**src/rtl/vme_rd_responder_if.sv**
```systemverilog
// vme_rd_responder_if
//   Bundles the VME read channel (command + return data) and the local
//   memory port of vme_rd_responder.
//   Signals:
//     io_vme_rd_cmd_valid/ready, io_vme_rd_cmd_bits_addr/len : read command
//     io_vme_rd_data_valid/ready, io_vme_rd_data_bits_data   : return beats
//     io_mem_en, io_mem_addr, io_mem_rdata                   : 1-cycle sync memory
//   Modports:
//     slave  : responder side (accepts commands, drives memory)
//     master : fetch client plus memory model side
interface vme_rd_responder_if #(
  parameter int ADDR_W = 32,
  parameter int DATA_W = 64
);
  logic              io_vme_rd_cmd_valid;
  logic              io_vme_rd_cmd_ready;
  logic [ADDR_W-1:0] io_vme_rd_cmd_bits_addr;
  logic [7:0]        io_vme_rd_cmd_bits_len;
  logic              io_vme_rd_data_valid;
  logic              io_vme_rd_data_ready;
  logic [DATA_W-1:0] io_vme_rd_data_bits_data;
  logic              io_mem_en;
  logic [ADDR_W-1:0] io_mem_addr;
  logic [DATA_W-1:0] io_mem_rdata;

  modport slave (
    input  io_vme_rd_cmd_valid, io_vme_rd_cmd_bits_addr, io_vme_rd_cmd_bits_len,
           io_vme_rd_data_ready, io_mem_rdata,
    output io_vme_rd_cmd_ready, io_vme_rd_data_valid, io_vme_rd_data_bits_data,
           io_mem_en, io_mem_addr
  );

  modport master (
    output io_vme_rd_cmd_valid, io_vme_rd_cmd_bits_addr, io_vme_rd_cmd_bits_len,
           io_vme_rd_data_ready, io_mem_rdata,
    input  io_vme_rd_cmd_ready, io_vme_rd_data_valid, io_vme_rd_data_bits_data,
           io_mem_en, io_mem_addr
  );
endinterface

```
**src/rtl/vme_rd_responder.sv**
```systemverilog
// vme_rd_responder
//   Memory-side end of the VTA VME read channel. Accepts one (addr, len)
//   command at a time, reads len+1 beat-aligned words from a synchronous
//   1-cycle-latency memory and returns them in order through a small FIFO.
//   Ports:
//     clock, reset     : system clock, synchronous active-high reset
//     io (slave)       : command, return-data and memory signals
//     io_err_unaligned : sticky misaligned-command flag (VME_RD_ERR_CHECK_EN only)
//   Optional feature macro: VME_RD_ERR_CHECK_EN
module vme_rd_responder #(
  parameter int ADDR_W     = 32,
  parameter int DATA_W     = 64,
  parameter int FIFO_DEPTH = 4
) (
  input  logic                clock,
  input  logic                reset,
  vme_rd_responder_if.slave   io
`ifdef VME_RD_ERR_CHECK_EN
  ,
  output logic                io_err_unaligned
`endif
);

  localparam int BEAT_B = DATA_W / 8;
  localparam int PTR_W  = $clog2(FIFO_DEPTH);
  localparam int CNT_W  = PTR_W + 1;
  localparam logic [ADDR_W-1:0] STRIDE   = ADDR_W'(BEAT_B);
  localparam logic [ADDR_W-1:0] OFF_MASK = ADDR_W'(BEAT_B - 1);

  typedef enum logic {IDLE, BUSY} state_e;

  state_e            state_q, state_d;
  logic [ADDR_W-1:0] cur_addr_q, cur_addr_d;
  logic [ADDR_W-1:0] mem_addr_q, mem_addr_d;
  logic [8:0]        issue_left_q, issue_left_d;
  logic [8:0]        send_left_q, send_left_d;
  logic              inflight_q, inflight_d;
  logic [DATA_W-1:0] fifo_q [FIFO_DEPTH];
  logic [DATA_W-1:0] fifo_d [FIFO_DEPTH];
  logic [PTR_W-1:0]  rd_ptr_q, rd_ptr_d;
  logic [PTR_W-1:0]  wr_ptr_q, wr_ptr_d;
  logic [CNT_W-1:0]  count_q, count_d;
  logic [CNT_W:0]    occupancy;
  logic              accept, issue, push, pop;

  always_comb begin
    state_d      = state_q;
    cur_addr_d   = cur_addr_q;
    mem_addr_d   = mem_addr_q;
    issue_left_d = issue_left_q;
    send_left_d  = send_left_q;
    fifo_d       = fifo_q;
    rd_ptr_d     = rd_ptr_q;
    wr_ptr_d     = wr_ptr_q;
    count_d      = count_q;

    accept = (state_q == IDLE) && io.io_vme_rd_cmd_valid;
    // Outstanding words = buffered + the one still in the memory pipe;
    // issuing only below depth guarantees every response has a slot.
    occupancy = {1'b0, count_q} + (CNT_W+1)'(inflight_q);
    issue     = (state_q == BUSY) && (issue_left_q != '0) &&
                (occupancy < (CNT_W+1)'(FIFO_DEPTH));
    push      = inflight_q;
    pop       = (count_q != '0) && io.io_vme_rd_data_ready;
    inflight_d = issue;

    if (push) begin
      fifo_d[wr_ptr_q] = io.io_mem_rdata;
      wr_ptr_d         = wr_ptr_q + 1'b1;
    end
    if (pop) begin
      rd_ptr_d = rd_ptr_q + 1'b1;
    end
    case ({push, pop})
      2'b10:   count_d = count_q + 1'b1;
      2'b01:   count_d = count_q - 1'b1;
      default: count_d = count_q;
    endcase

    case (state_q)
      IDLE: begin
        if (accept) begin
          cur_addr_d   = io.io_vme_rd_cmd_bits_addr & ~OFF_MASK;
          issue_left_d = {1'b0, io.io_vme_rd_cmd_bits_len} + 9'd1;
          send_left_d  = {1'b0, io.io_vme_rd_cmd_bits_len} + 9'd1;
          state_d      = BUSY;
        end
      end
      BUSY: begin
        if (issue) begin
          mem_addr_d   = cur_addr_q;
          cur_addr_d   = cur_addr_q + STRIDE;
          issue_left_d = issue_left_q - 9'd1;
        end
        if (pop) begin
          send_left_d = send_left_q - 9'd1;
          if (send_left_q == 9'd1) begin
            state_d = IDLE;
          end
        end
      end
      default: state_d = IDLE;
    endcase
  end

  always_ff @(posedge clock) begin
    if (reset) begin
      state_q      <= IDLE;
      cur_addr_q   <= '0;
      mem_addr_q   <= '0;
      issue_left_q <= '0;
      send_left_q  <= '0;
      inflight_q   <= 1'b0;
      rd_ptr_q     <= '0;
      wr_ptr_q     <= '0;
      count_q      <= '0;
    end else begin
      state_q      <= state_d;
      cur_addr_q   <= cur_addr_d;
      mem_addr_q   <= mem_addr_d;
      issue_left_q <= issue_left_d;
      send_left_q  <= send_left_d;
      inflight_q   <= inflight_d;
      rd_ptr_q     <= rd_ptr_d;
      wr_ptr_q     <= wr_ptr_d;
      count_q      <= count_d;
    end
  end

  // Payload storage needs no reset; validity is tracked by count_q.
  always_ff @(posedge clock) begin
    fifo_q <= fifo_d;
  end

  assign io.io_vme_rd_cmd_ready      = (state_q == IDLE);
  assign io.io_vme_rd_data_valid     = (count_q != '0);
  assign io.io_vme_rd_data_bits_data = fifo_q[rd_ptr_q];
  assign io.io_mem_en                = issue;
  // Present the issuing address combinationally; otherwise hold the last one.
  assign io.io_mem_addr              = issue ? cur_addr_q : mem_addr_q;

`ifdef VME_RD_ERR_CHECK_EN
  logic err_q, err_d;

  always_comb begin
    err_d = err_q;
    if (accept && ((io.io_vme_rd_cmd_bits_addr & OFF_MASK) != '0)) begin
      err_d = 1'b1;
    end
  end

  always_ff @(posedge clock) begin
    if (reset) begin
      err_q <= 1'b0;
    end else begin
      err_q <= err_d;
    end
  end

  assign io_err_unaligned = err_q;
`else
  // Misaligned low address bits are masked off at command accept.
`endif

endmodule

```
**src/flat_wrapper.sv**
```systemverilog
// flat-port wrapper written by rule: the top's interface ports become plain ports
module vme_rd_responder_flat 
#(
  parameter int ADDR_W     = 32,
  parameter int DATA_W     = 64,
  parameter int FIFO_DEPTH = 4
)
  (clock, reset, io_io_vme_rd_cmd_valid, io_io_vme_rd_cmd_bits_addr, io_io_vme_rd_cmd_bits_len, io_io_vme_rd_data_ready, io_io_mem_rdata, io_io_vme_rd_cmd_ready, io_io_vme_rd_data_valid, io_io_vme_rd_data_bits_data, io_io_mem_en, io_io_mem_addr);
  vme_rd_responder_if #(.ADDR_W(ADDR_W), .DATA_W(DATA_W)) io_i ();
  input  logic clock;
  input  logic reset;
  input wire logic [$bits(io_i.io_vme_rd_cmd_valid)-1:0] io_io_vme_rd_cmd_valid;
  input wire logic [$bits(io_i.io_vme_rd_cmd_bits_addr)-1:0] io_io_vme_rd_cmd_bits_addr;
  input wire logic [$bits(io_i.io_vme_rd_cmd_bits_len)-1:0] io_io_vme_rd_cmd_bits_len;
  input wire logic [$bits(io_i.io_vme_rd_data_ready)-1:0] io_io_vme_rd_data_ready;
  input wire logic [$bits(io_i.io_mem_rdata)-1:0] io_io_mem_rdata;
  output wire logic [$bits(io_i.io_vme_rd_cmd_ready)-1:0] io_io_vme_rd_cmd_ready;
  output wire logic [$bits(io_i.io_vme_rd_data_valid)-1:0] io_io_vme_rd_data_valid;
  output wire logic [$bits(io_i.io_vme_rd_data_bits_data)-1:0] io_io_vme_rd_data_bits_data;
  output wire logic [$bits(io_i.io_mem_en)-1:0] io_io_mem_en;
  output wire logic [$bits(io_i.io_mem_addr)-1:0] io_io_mem_addr;
  assign io_i.io_vme_rd_cmd_valid = io_io_vme_rd_cmd_valid;
  assign io_i.io_vme_rd_cmd_bits_addr = io_io_vme_rd_cmd_bits_addr;
  assign io_i.io_vme_rd_cmd_bits_len = io_io_vme_rd_cmd_bits_len;
  assign io_i.io_vme_rd_data_ready = io_io_vme_rd_data_ready;
  assign io_i.io_mem_rdata = io_io_mem_rdata;
  assign io_io_vme_rd_cmd_ready = io_i.io_vme_rd_cmd_ready;
  assign io_io_vme_rd_data_valid = io_i.io_vme_rd_data_valid;
  assign io_io_vme_rd_data_bits_data = io_i.io_vme_rd_data_bits_data;
  assign io_io_mem_en = io_i.io_mem_en;
  assign io_io_mem_addr = io_i.io_mem_addr;
  vme_rd_responder #(.ADDR_W(ADDR_W), .DATA_W(DATA_W), .FIFO_DEPTH(FIFO_DEPTH)) u_core (.clock(clock), .reset(reset), .io(io_i));
endmodule
```
**config.mk**
```make
export PLATFORM = sky130hd
export DESIGN_NAME = vme_rd_responder_flat
export DESIGN_NICKNAME = d
export VERILOG_FILES = /design/src/rtl/vme_rd_responder_if.sv /design/src/rtl/vme_rd_responder.sv /design/src/flat_wrapper.sv
export SDC_FILE = /design/constraint.sdc
export NUM_CORES = 1
export LEC_CHECK = 0
export ABC_AREA = 1
export BUFFER_PORTS_ARGS = -buffer_cell sky130_fd_sc_hd__buf_4
export CAP_MARGIN = 10
export CORE_MARGIN = 5
export CORE_UTILIZATION = 53
export DETAILED_ROUTE_END_ITERATION = 16
export PLACE_DENSITY = 0.87
export SETUP_SLACK_MARGIN = 0.4
export SLEW_MARGIN = 20
export SYNTH_ARGS = -nofsm -noshare
export SYNTH_HDL_FRONTEND = slang
export SYNTH_SLANG_ARGS = --single-unit
```
**constraint.sdc**
```tcl
create_clock -name clock -period 3.3 [get_ports clock]
set_input_delay 0 -clock clock [delete_from_list [all_inputs] [get_ports clock]]
set_output_delay 0 -clock clock [all_outputs]
set_load 0.02 [all_outputs]
```
* Word level (Yosys, flattened, before mapping)
Index checks and enable logic that the tools add are counted.
** Storage, ports and cells
- Output and inout bits :: 99
- Input port bits :: 108
- Logic and storage cells :: 65
- Flip-flop bits (word level) :: 347
** Operators by class
- Mux-type cells :: 20
- Reduce and logical (&&, ||, !) cells :: 10
- $lt $le $gt $ge :: 4
- Bitwise operators :: 3
- Add/sub/neg operators :: 9
- Eq/ne operators :: 6
** Operators by type and width (count)
- $bwmux W256 :: 1
- $mux W64 :: 3
- $bmux W64 S2 :: 1
- $demux W64 S2 :: 1
- $mux W32 :: 3
- $pmux W32 S2 :: 1
- $pmux W9 S2 :: 2
- $add A32 B4 Y32 const B :: 1
- $mux W9 :: 3
- $sub A9 B1 Y9 const B :: 2
- $add A8 B1 Y9 const B :: 1
- $eq A9 B1 Y1 const B :: 1
- $reduce_bool A9 Y1 :: 1
- $ge A3 B3 Y1 const B :: 2
- $not A2 Y3 :: 2
- $pmux W3 S2 :: 1
- $logic_and A1 B1 Y1 :: 5
- $add A2 B1 Y2 const B :: 2
- $add A3 B1 Y4 :: 1
- $lt A4 B3 Y1 const B :: 1
- $ne A2 B2 Y1 const B :: 2
- $reduce_and A2 Y1 :: 2
- $add A3 B1 Y3 const B :: 1
- $lt A3 B1 Y1 const B :: 1
- 9 further kinds :: 11

* Longest topological paths before layout
- Word-level depth :: 6
- Depth in mapped cells :: 11
- Gate-level depth less buffers :: 10

* Worst setup path before layout
Ideal clock, no wire load.
- Kind :: register to register
- From :: register u_core.wr_ptr_q[0] (netlist name)
- To :: register u_core.fifo_q[100] in the netlist's numbering (enable)
- Setup slack :: 1.035 ns
- Data required time :: 2.882 ns
- Buffers on the path :: 0
- Library setup time :: 0.418 ns
- Arrival :: 1.847 ns
- Cell stages (with the launch flop) :: 5
- Period minus slack after synthesis :: 2.265 ns
- Cell sequence :: dfxtp_1 > inv_1 > ha_1 > nand2_1 > inv_1
** RTL lines
- to (signal assigned) :: line vme_rd_responder.sv:132 : fifo_q <= fifo_d;
- to (decl) :: line vme_rd_responder.sv:38 : logic [DATA_W-1:0] fifo_q [FIFO_DEPTH];

* Worst setup path in the final report
- From :: register u_core.rd_ptr_q[0]
- To :: output port io_io_vme_rd_data_bits_data[46]
** On the way
- Longest elaborated chain between the ends :: 4
** Ends and longest elaborated chain
- from (decl) :: line vme_rd_responder.sv:40 : logic [PTR_W-1:0] rd_ptr_q, rd_ptr_d;
- from (signal assigned) :: line vme_rd_responder.sv:124 : rd_ptr_q <= rd_ptr_d;
- $not A2 Y3 (implied by the code) :: line vme_rd_responder.sv:137 : assign io.io_vme_rd_data_bits_data = fifo_q[rd_ptr_q];
- $bmux W64 S2 :: line vme_rd_responder.sv:137
- $mux W64 (implied by the code) (2 in series) :: line vme_rd_responder.sv:137
- to (decl) :: line flat_wrapper.sv:19 : output wire logic [$bits(io_i.io_vme_rd_data_bits_data)-1:0] io_io_vme_rd_data_bits_data;
No other way between the ends. The select of a mux whose other input is x is not followed.

==> results.toml <==
[synth]
synthArstFlopShare = 0
synth_area_um2 = 14500
synth-simple-area-share = 0.145
synth_area_leaders = "edfxtp_1 (53%), dfxtp_1 (12%), o21ai_0 (7.2%), nor2_1 (6.7%), nand2_1 (4.2%)"
synthAdderAreaFrac = 0.0100
synth_cells = 1417
synth.area.mux_share = 0
yosys.area.top_type = "edfxtp_1"
yosys_warnings = 0
synth_edf_count = 256
ys.flop_type = "edfxtp_1"
synth_xor_xnor_area_share = 0.00302
netlist.area_leader.share = 0.530
synth_top_family_by_area = "simple AND/OR/NAND/NOR gates"
synth-compound-area-share = 0.141
yosysUniqueCellTypes = 35
synthTopCellsByCount = "nor2_1 (258), edfxtp_1 (256), o21ai_0 (210)"
ys_ff_latch = 344
synth_seq_area_share = 0.651
yosysMostFrequentCell = "nor2_1"
synth_nets = 1536
avgSynthCellArea_um2 = 10.2

[drt]
dr.pass1.iters = 6
num_vias = 11624
drt_iter0_drc = 1219
viasPerCell = 5.63
postRouteWirelength_mm = 38.0
wl_per_cell_um = 18.4
drtAntennaViolNets = 0
drcViolationCount = 0

[run]
drv_cap = 0

[clocking]
clk_pin_slew_ns = 0.06
htreeDepth = 2
clkLatencyLatePin_ns = 0.52
clock-root-buffer = "clkbuf_16"
cts_tree = "yes"
cts.sinks = 344
cts_buffers = 36
cts.path.max_buffers = 3

[timing]
relSlewSlack = 0.312
rsz0062_at_grt = "false"
setup_viol = 0
period_share = 0.776
slew_violations = 0
min_period_ns = 2.56
fmax_mhz = 391
whs_ns = 0.0422
max_slew.worst_pin.slew_ns = 1.03
setup_ws_ns = 0.740
setup_tns_ns = 0
skew_ns = 0.0168
finalHoldViolCount = 0

[worst_setup_path]
rr_startpoint = "u_core.state_q"
cp.required_ns = 3.30
critical_path_class = "register to primary output"
critPathMaxFanout = 64
startpoint = "u_core.rd_ptr_q[0]"
crit_buf_inv = 2
crit_family = "buffers and inverters"
startpoint_type = "register"
slowest_stage = "clkinv_2"
slowest_delay_ns = 0.63
crit_path_end_kind = "primary output"
worstPathArrival_ns = 2.56
cp_cell_sequence = "clkinv_2 > o21ai_0 > o22ai_1 > buf_4"

[power_and_ir_drop]
power_frac_seq = 0.431
finalPower_mw = 11.6
p_switching_mw = 3.49
swShare = 0.301
power.density_nw_per_um2 = 629
ir_drop_mv = 0.446
power_frac_comb = 0.231
power.internal_mw = 8.12
clkPwrFrac = 0.338
leakage_nw = 7.06

[floorplan]
die_area_um2 = 30800
coreArea_um2 = 27000
die_h_um = 175
io_pins = 207
initial_utilization = 0.538
die_w_um = 175
placementRows = 60

[grt]
grt_overflow = 0
antenna_found_initial = 1
grt_pass1_vias = 11682
grt_max_degree = 70
grt_util_all_layers = 0.242
grt_pass1_wl_mm = 60.3

[cells_and_area]
syn2layout_area_growth_pct = 27.2
fillers = 1831
utilization = 0.685
drive_gt1_frac = 0.183
layout.nets = 1815

[outcome]
outcome = "finished, final reports clean"

[place]
dpl_worst_slack_ns = 0.811
dp_hpwl_mm = 21.7
gp_congestion = 0.888
port_buffers = 203

[worst_hold_path]
worstHoldStart = "io_io_vme_rd_cmd_bits_len[6]"
min_path_type = "input pin to register"
-- sequential cells by signal (all words and copies together) (netlist names) --
name / flops
u_core.fifo_q: 256
u_core.mem_addr_q: 32
u_core.cur_addr_q: 29
u_core.issue_left_q: 9
u_core.send_left_q: 9
u_core.count_q: 3
u_core.rd_ptr_q: 2
u_core.wr_ptr_q: 2
u_core.inflight_q: 1
u_core.state_q: 1
-- final cells by class --
| cell class | instances | area [µm²] | share of cell area |
|---|---|---|---|
| Tap cell | 341 | 427 | 0.0231 |
| Clock inverter | 28 | 243 | 0.0131 |
| Antenna cell | 1 | 2.50 | 0.000136 |
| Multi-Input combinational cell | 899 | 4350 | 0.236 |
| Timing Repair Buffer | 319 | 2710 | 0.147 |
| Sequential cell | 344 | 9450 | 0.512 |
| Clock buffer | 37 | 905 | 0.0490 |
| Inverter | 96 | 364 | 0.0197 |
-- timing repair --
action                                 4_1_cts  5_1_grt
endpoints found under the hold margin      328        0
hold buffers                               101        0
gates resized for setup                      0        1
buffers inserted                             0        0
setup endpoints to repair                    0        3
-- path summary, 6_finish.rpt --
path	to	slack, ns	cells past startpoint
setup reg to reg	u_core.issue_left_q[0]	0.78	7
hold reg to reg	u_core.mem_addr_q[0]	0.45	2
hold / removal	u_core.issue_left_q[6]	0.04	6
setup / recovery	io_io_vme_rd_data_bits_data[46]	0.74	4
-- logic make-up after synthesis --
group | Yosys count
fa+ha+maj | 11
xor+xnor | 5
buf+inv | 174
compound gates | 369
flops | 344
simple gates | 514
-- tightest hold or removal path, delay by kind of cell --
kind | cells | cell delay [ns]
AO/OA/AOI/OAI | 1 | 0.14
buffers and inverters | 2 | 0.19
AND/OR/NAND/NOR | 3 | 0.19
-- placed cells by master, fill, tap and decap left out, types with 5 or more instances in the layout --
cell type / count
nor2_1: 258
edfxtp_1: 256
buf_4: 213
o21ai_0: 210
nand2_1: 162
dlygate4sd3_1: 101
inv_1: 88
dfxtp_1: 86
o22ai_1: 64
a21oi_1: 60
nand3_1: 48
clkbuf_16: 36
o21ai_2: 23
or2_0: 16
clkinv_1: 12
ha_1: 10
or2_1: 7
or2_2: 6
inv_2: 5
nor3_1: 5
buf_12: 5
-- power by group through the flow --
stage	sequential, mW	clock, mW	combinational, mW
after global placement	5.07	0	2.44
after detailed placement	5.08	0	2.52
after global routing	5.02	4.19	2.92
final	5.00	3.92	2.69
after CTS	4.99	3.95	2.64
after floorplan	5.05	0	1.58
-- metrics by stage --
stage,instances,area (µm²)
2_1_floorplan,1417,14500
3_3_place_gp,1898,16300
3_5_place_dp,1898,16300
4_1_cts,2064,18400
5_1_grt,2065,18500
6_report,2065,18500
-- routing by layer --
layer,share of wire,GRT usage,wire [µm],vias up
li1,-,-,-,5458
met1,0.38,0.299,14400,5462
met2,0.50,0.425,19000,608
met3,0.090,0.0512,3420,96
met4,0.032,0.0825,1230,0
met5,0,0,0,-
(Power assumes the default switching activity.)
